`src/rtl/sub_serial_ctrl.sv`:
```
// Bit/digit-serial subtract sequencer: one DIGIT-bit subtract slice is reused
// over a WIDTH-bit operand pair, least significant slice first, with the
// borrow carried between slices. Valid/ready handshakes on input and output.
module sub_serial_ctrl #(
  parameter int unsigned WIDTH = 16,
  parameter int unsigned DIGIT = 1
) (
  input  logic             clk,
  input  logic             rst_n,
  input  logic             in_valid,
  output logic             in_ready,
  input  logic [WIDTH-1:0] A,
  input  logic [WIDTH-1:0] B,
  output logic             out_valid,
  input  logic             out_ready,
  output logic [WIDTH-1:0] Sub,
  output logic             Borrow,
  output logic             busy
);

  localparam int unsigned N    = (DIGIT == 0) ? 1 : WIDTH / DIGIT;
  localparam int unsigned CntW = (N > 1) ? $clog2(N) : 1;
  localparam int unsigned DW   = DIGIT + 1;
  localparam logic [CntW-1:0] LastCnt = CntW'(N - 1);

  // Reject slice widths that do not tile the operand exactly.
  if (DIGIT == 0 || (WIDTH % DIGIT) != 0) begin : g_bad_digit
    $error("sub_serial_ctrl: DIGIT must be nonzero and divide WIDTH");
  end

  typedef enum logic [1:0] {StIdle, StRun, StDone} state_e;

  state_e           state_q;
  logic [CntW-1:0]  cnt_q;
  logic             brw_q;
  logic [WIDTH-1:0] a_q, b_q, res_q;
  logic [WIDTH-1:0] sub_q;
  logic             borrow_q;
  logic             out_valid_q;
  logic             busy_q;

  logic [DW-1:0]    diff;
  logic [DIGIT-1:0] slice_d;
  logic             slice_bout;
  logic [WIDTH-1:0] res_next;
  logic             accept;

  // Slice subtractor, result shift, and input handshake.
  always_comb begin
    diff       = {1'b0, a_q[DIGIT-1:0]} - {1'b0, b_q[DIGIT-1:0]} - DW'(brw_q);
    slice_bout = diff[DIGIT];
    slice_d    = diff[DIGIT-1:0];
    // Slices enter at the top so the first one ends up least significant.
    res_next   = (res_q >> DIGIT) | (WIDTH'(slice_d) << (WIDTH - DIGIT));
    in_ready   = (state_q == StIdle) || ((state_q == StDone) && out_ready);
    accept     = in_valid && in_ready;
  end

  // Sequencer FSM with registered outputs; Sub/Borrow only load on RUN->DONE.
  always_ff @(posedge clk or negedge rst_n) begin
    if (!rst_n) begin
      state_q     <= StIdle;
      cnt_q       <= '0;
      brw_q       <= 1'b0;
      a_q         <= '0;
      b_q         <= '0;
      res_q       <= '0;
      sub_q       <= '0;
      borrow_q    <= 1'b0;
      out_valid_q <= 1'b0;
      busy_q      <= 1'b0;
    end else begin
      unique case (state_q)
        StIdle, StDone: begin
          if (accept) begin
            a_q         <= A;
            b_q         <= B;
            cnt_q       <= '0;
            brw_q       <= 1'b0;
            out_valid_q <= 1'b0;
            busy_q      <= 1'b1;
            state_q     <= StRun;
          end else if (state_q == StDone && out_ready) begin
            out_valid_q <= 1'b0;
            state_q     <= StIdle;
          end
        end
        StRun: begin
          a_q   <= a_q >> DIGIT;
          b_q   <= b_q >> DIGIT;
          res_q <= res_next;
          brw_q <= slice_bout;
          if (cnt_q == LastCnt) begin
            sub_q       <= res_next;
            borrow_q    <= slice_bout;
            out_valid_q <= 1'b1;
            busy_q      <= 1'b0;
            state_q     <= StDone;
          end else begin
            cnt_q <= cnt_q + CntW'(1);
          end
        end
        default: begin
          state_q     <= StIdle;
          out_valid_q <= 1'b0;
          busy_q      <= 1'b0;
        end
      endcase
    end
  end

  assign out_valid = out_valid_q;
  assign Sub       = sub_q;
  assign Borrow    = borrow_q;
  assign busy      = busy_q;

endmodule

```
`config.mk`:
```
export PLATFORM = sky130hd
export DESIGN_NAME = sub_serial_ctrl
export DESIGN_NICKNAME = d
export VERILOG_FILES = /design/src/rtl/sub_serial_ctrl.sv
export SDC_FILE = /design/constraint.sdc
export NUM_CORES = 1
export LEC_CHECK = 0
export ABC_AREA = 1
export BUFFER_PORTS_ARGS = -buffer_cell sky130_fd_sc_hd__buf_4
export CAP_MARGIN = 20
export CORE_MARGIN = 2
export CORE_UTILIZATION = 45
export CTS_BUF_LIST = sky130_fd_sc_hd__clkbuf_8
export DETAILED_ROUTE_END_ITERATION = 10
export GPL_TIMING_DRIVEN = 0
export PLACE_DENSITY = 0.77
export SLEW_MARGIN = 0
export SYNTH_ARGS = -nofsm -noshare
export SYNTH_HDL_FRONTEND = slang
export SYNTH_SLANG_ARGS = --single-unit
```
`constraint.sdc`:
```
create_clock -name clk -period 2.65 [get_ports clk]
set_input_delay 0.3975 -clock clk [delete_from_list [all_inputs] [get_ports clk]]
set_output_delay 0.3975 -clock clk [all_outputs]
set_load 0.03 [all_outputs]
```
== Yosys cells after proc, flatten, opt, wreduce, memory -nomap -nowiden ==
Index checks and enable logic that the tools add are counted.
Operators by class
  muxes and demuxes: 20
  add/subtract/negate cells: 3
  bitwise operators: 1
  reductions and logical operators: 11
  equal/unequal tests: 7
Operators by type and width (count)
  $pmux W16 S2: 2
  $mux W16: 2
  $or A15 B16 Y16: 1
  $mux W4: 2
  $pmux W4 S2: 1
  $reduce_and A2 Y1: 4
  $mux W1: 6
  $mux W2: 3
  $ne A2 B2 Y1 const B: 3
  $pmux W1 S2: 3
  $add A4 B1 Y4 const B: 1
  $eq A4 B4 Y1 const B: 1
  $pmux W2 S2: 1
  $ne A3 B3 Y1 const B: 1
  $reduce_and A3 Y1: 1
  $eq A2 B1 Y1 const B: 1
  $eq A2 B2 Y1 const B: 1
  $logic_and A1 B1 Y1: 2
  $logic_not A2 Y1: 1
  $reduce_bool A2 Y1: 1
  $reduce_or A2 Y1: 1
  $sub A1 B1 Y2: 1
  $sub A2 B1 Y2: 1
  $logic_or A1 B1 Y1: 1
Word-level totals
  input port bits: 36
  logic and storage cells: 52
  register bits: 74
  output and inout port bits: 20

== Logic depth before layout (Yosys ltp) ==
  word-level depth: 6
  gate-level depth with buffers: 8

== Worst setup path before layout ==
Ideal clock, no wire load.
  path type: flip-flop to output port
  start: register out_valid (netlist name)
  end: output port in_ready
  path buffers: 0
  cell stages (with the launch flop): 4
  data required time: 2.253 ns
  arrival: 1.167 ns
  slack: 1.086 ns
  cells stage by stage: dfrtp_1 inv_1 nor2_1 nor2_1
RTL lines
  end: declaration: line 11  | output logic in_ready,

==> metrics.md <==
| Metric | Value |
|---|---|
| WS Path Type | `flip-flop to output port` |
| CTS buffer count | `9` |
| Share of post-route cells with drive strength above 1 | `0.2100` |
| Final Skew | `between 0.01 and 0.015 ns` |
| Starting Density | `0.4639` |
| Number of antenna diodes | `0` |
| Synth Net Count | `a little over 400` |
| Async set-reset flop share out of synthesis | `1.000` |
| Vias in the first global route | `2,511` |
| Max Slew Vio Count | `0` |
| Power Density | `1155 mW/mm^2` |
| Post_cts resized | `0` |
| Rel. slew slack | `0.4160` |
| Die area | `approximately 0.0077 mm^2` |
| Setup bufs post-CTS | `0` |
| Post-synth EDFFs | `0` |
| Worst-margin pin slew | `0.8760 ns` |
| Seq cells post-synth | `72` |
| Mean Syn Cell Area | `between 8 and 9 um^2` |
| Vias per cell | `between 4 and 5` |
| Critical Path End Type | `output port` |
| Worst EP required | `about 2.3 ns` |
| Placer Congestion | `0.7957` |
| Final setup vio count | `0` |
| Peak supply drop | `501.9 uV` |
| DR vias | `about 2,600` |
| Top FF cell, synth | `dfrtp_1` |
| Critical path arrival | `around 1.3 ns` |
| Largest cells by area after synthesis | `dfrtp_1 57%, nand2_1 14%, o21ai_0 7.8%, o21ai_1 6.4%, inv_1 5.7%` |
| Post-synth top area cell | `dfrtp_1` |
| DRT Pass-1 Iters | `4` |
| Root Driver | `clkbuf_8` |
| Worst setup SP type | `flip-flop` |
| Largest net degree at the start of global routing | `73` |
| HP Class | `primary input to async pin` |
| All-Layer GR Usage | `0.1920` |
| Mapped Cells | `368` |
| Post-DRT Antenna Nets | `0` |
| Synth top area share | `0.5717` |
| Post-synthesis sequential area ratio | `0.5717` |
| Die H | `87.69 um` |
| Die width | `87.69 um` |
| WL/cell | `12.03 um` |
| Yosys cell types | `22` |
| Synth top cells by count | `118 x nand2_1, 72 x dfrtp_1, 49 x o21ai_0` |
| Max Buffers Root-to-Sink | `2` |
| Clock latency at the later pin of the worst-skew pair | `0.35 ns` |
| Leakage | `roughly 1.9 nW` |
| Most numerous cell in the Yosys netlist | `nand2_1` |
| Core box area | `0.006794 mm^2` |
| First-pass GRT wire length | `around 11,000 um` |
| Fmax | `roughly 600 MHz` |
| Status | `complete, no violations` |
| Tcrit/Tclk final | `0.6324` |
| Clock sink count | `72` |
| RSZ-0062 raised after global routing | `false` |
| # rows | `30` |
| Post-Route WL | `6425 um` |
| Syn-to-layout area delta | `22.83%` |
| H-tree depth | `3` |
| Cts-stage hold buffer count | `0` |
| Tot Pwr | `0.004473 W` |
| Post-layout min period | `1.676 ns` |
| Dpl hpwl | `4496 um` |
| Cell Area, Synth | `0.003152 mm^2` |
| I/O Pins | `56` |
| Initial DRC count | `between 90 and 100` |
| DR DRC count | `0` |
| MaxCap Viol Count | `0` |
| Final #Nets | `472` |
| Number of synthesis warnings | `0` |
| Port Buffers | `55` |
| Critical Path Fanout Max | `4` |
| CTS tree | `yes` |
| Setup TNS | `0 ns` |
| Reg clk slew, reported paths | `about 0.080 ns` |
| Remaining Overflow, GRT | `0` |
| Final hold violation count | `0` |
| Initial antenna violation count | `0` |
| # fillers | `622` |
placed cells by master, fill, tap and decap left out, drive strengths merged:
master / instances
inv: 51
clkbuf: 14
clkinvlp: 2
nand2: 121
mux2i: 1
ha: 1
nor2: 3
o21ai: 89
dfrtp: 72
bufinv: 1
or2: 1
nand3: 9
fa: 1
buf: 68
xnor2: 1
clkinv: 2
o21bai: 1
final cells by class:
class / count / area, um^2 / area share
clock inverter: 6 / 62.56 / 0.01616
timing repair buffer: 55 / 412.9 / 0.1067
inverter: 50 / 187.7 / 0.04848
sequential: 72 / 1802 / 0.4654
multi-input combinational: 228 / 1051 / 0.2715
tap: 96 / 120.1 / 0.03103
clock buffer: 9 / 123.9 / 0.03200
buffer: 18 / 111.4 / 0.02877
power breakdown:
group	total [W]	switching, W	internal (W)
Clock	0.000832	0.000406	0.000426
Sequential	0.00175	0.000201	0.00155
Combinational	0.00189	0.00120	0.000697
cell families (layout without fill, tap and decap cells):
logic type / Yosys count / after routing / synth area share
buffers and inverters: 68 / 138 / 0.09488
adders and majority gates: 2 / 2 / 0.01032
and+or+nand+nor: 134 / 134 / 0.1735
muxes: 1 / 1 / 0.003176
DFF: 72 / 72 / 0.5717
AOI/OAI and AO/OA: 90 / 90 / 0.1437
xor gates and xnor gates: 1 / 1 / 0.002779
state kept, by name (all words and copies together) (netlist names):
register and flops:
busy 1, a_q 16, brw_q 1, out_valid 1
Sub 16, b_q 16, cnt_q 4, res_q 15
state_q 1, Borrow 1
critical path: stages, from the launching register on:
cell and delay, ns:
dfrtp_1 0.41, inv_1 0.12, nor2_1 0.07, nor2_1 0.15, buf_4 0.19
path summary, 6_finish.rpt:
check,slack [ns],cells past startpoint,to,start
setup / recovery,0.97,4,in_ready,out_valid$_DFFE_PN0P_
hold / removal,0.16,1,Sub[13]$_DFFE_PN0P_,rst_n
setup reg to reg,1.24,5,res_q[1]$_DFFE_PN0P_,out_valid$_DFFE_PN0P_
hold reg to reg,0.47,2,Sub[8]$_DFFE_PN0P_,Sub[8]$_DFFE_PN0P_
max in group asynchronous,1.91,1,a_q[14]$_DFFE_PN0P_,rst_n
min in group clk,0.33,3,b_q[15]$_DFFE_PN0P_,B[15]
metrics by stage:
stage / utilization / instance area, um^2 / hold WS [ns] / setup WS [ns] / instances
final: 0.5698 / 3871 / 0.1567 / 0.9740 / 534
after global routing: 0.5698 / 3871 / 0.2510 / 0.8467 / 534
after CTS: 0.5698 / 3871 / 0.1999 / 0.9498 / 534
after detailed placement: 0.5424 / 3685 / 0.4616 / 1.230 / 519
after global placement: 0.5424 / 3685 / 0.4587 / 1.264 / 519
after floorplan: - / 3152 / 0.1019 / 1.086 / 368
routing by layer:
metal,GRT usage,share of wire,routed length [um]
met5,0,0,0
met4,0.07552,0.017,108
met3,0.04618,0.045,291
met2,0.3113,0.48,3053
met1,0.2503,0.46,2972
Power figures use the tool's default switching activity.
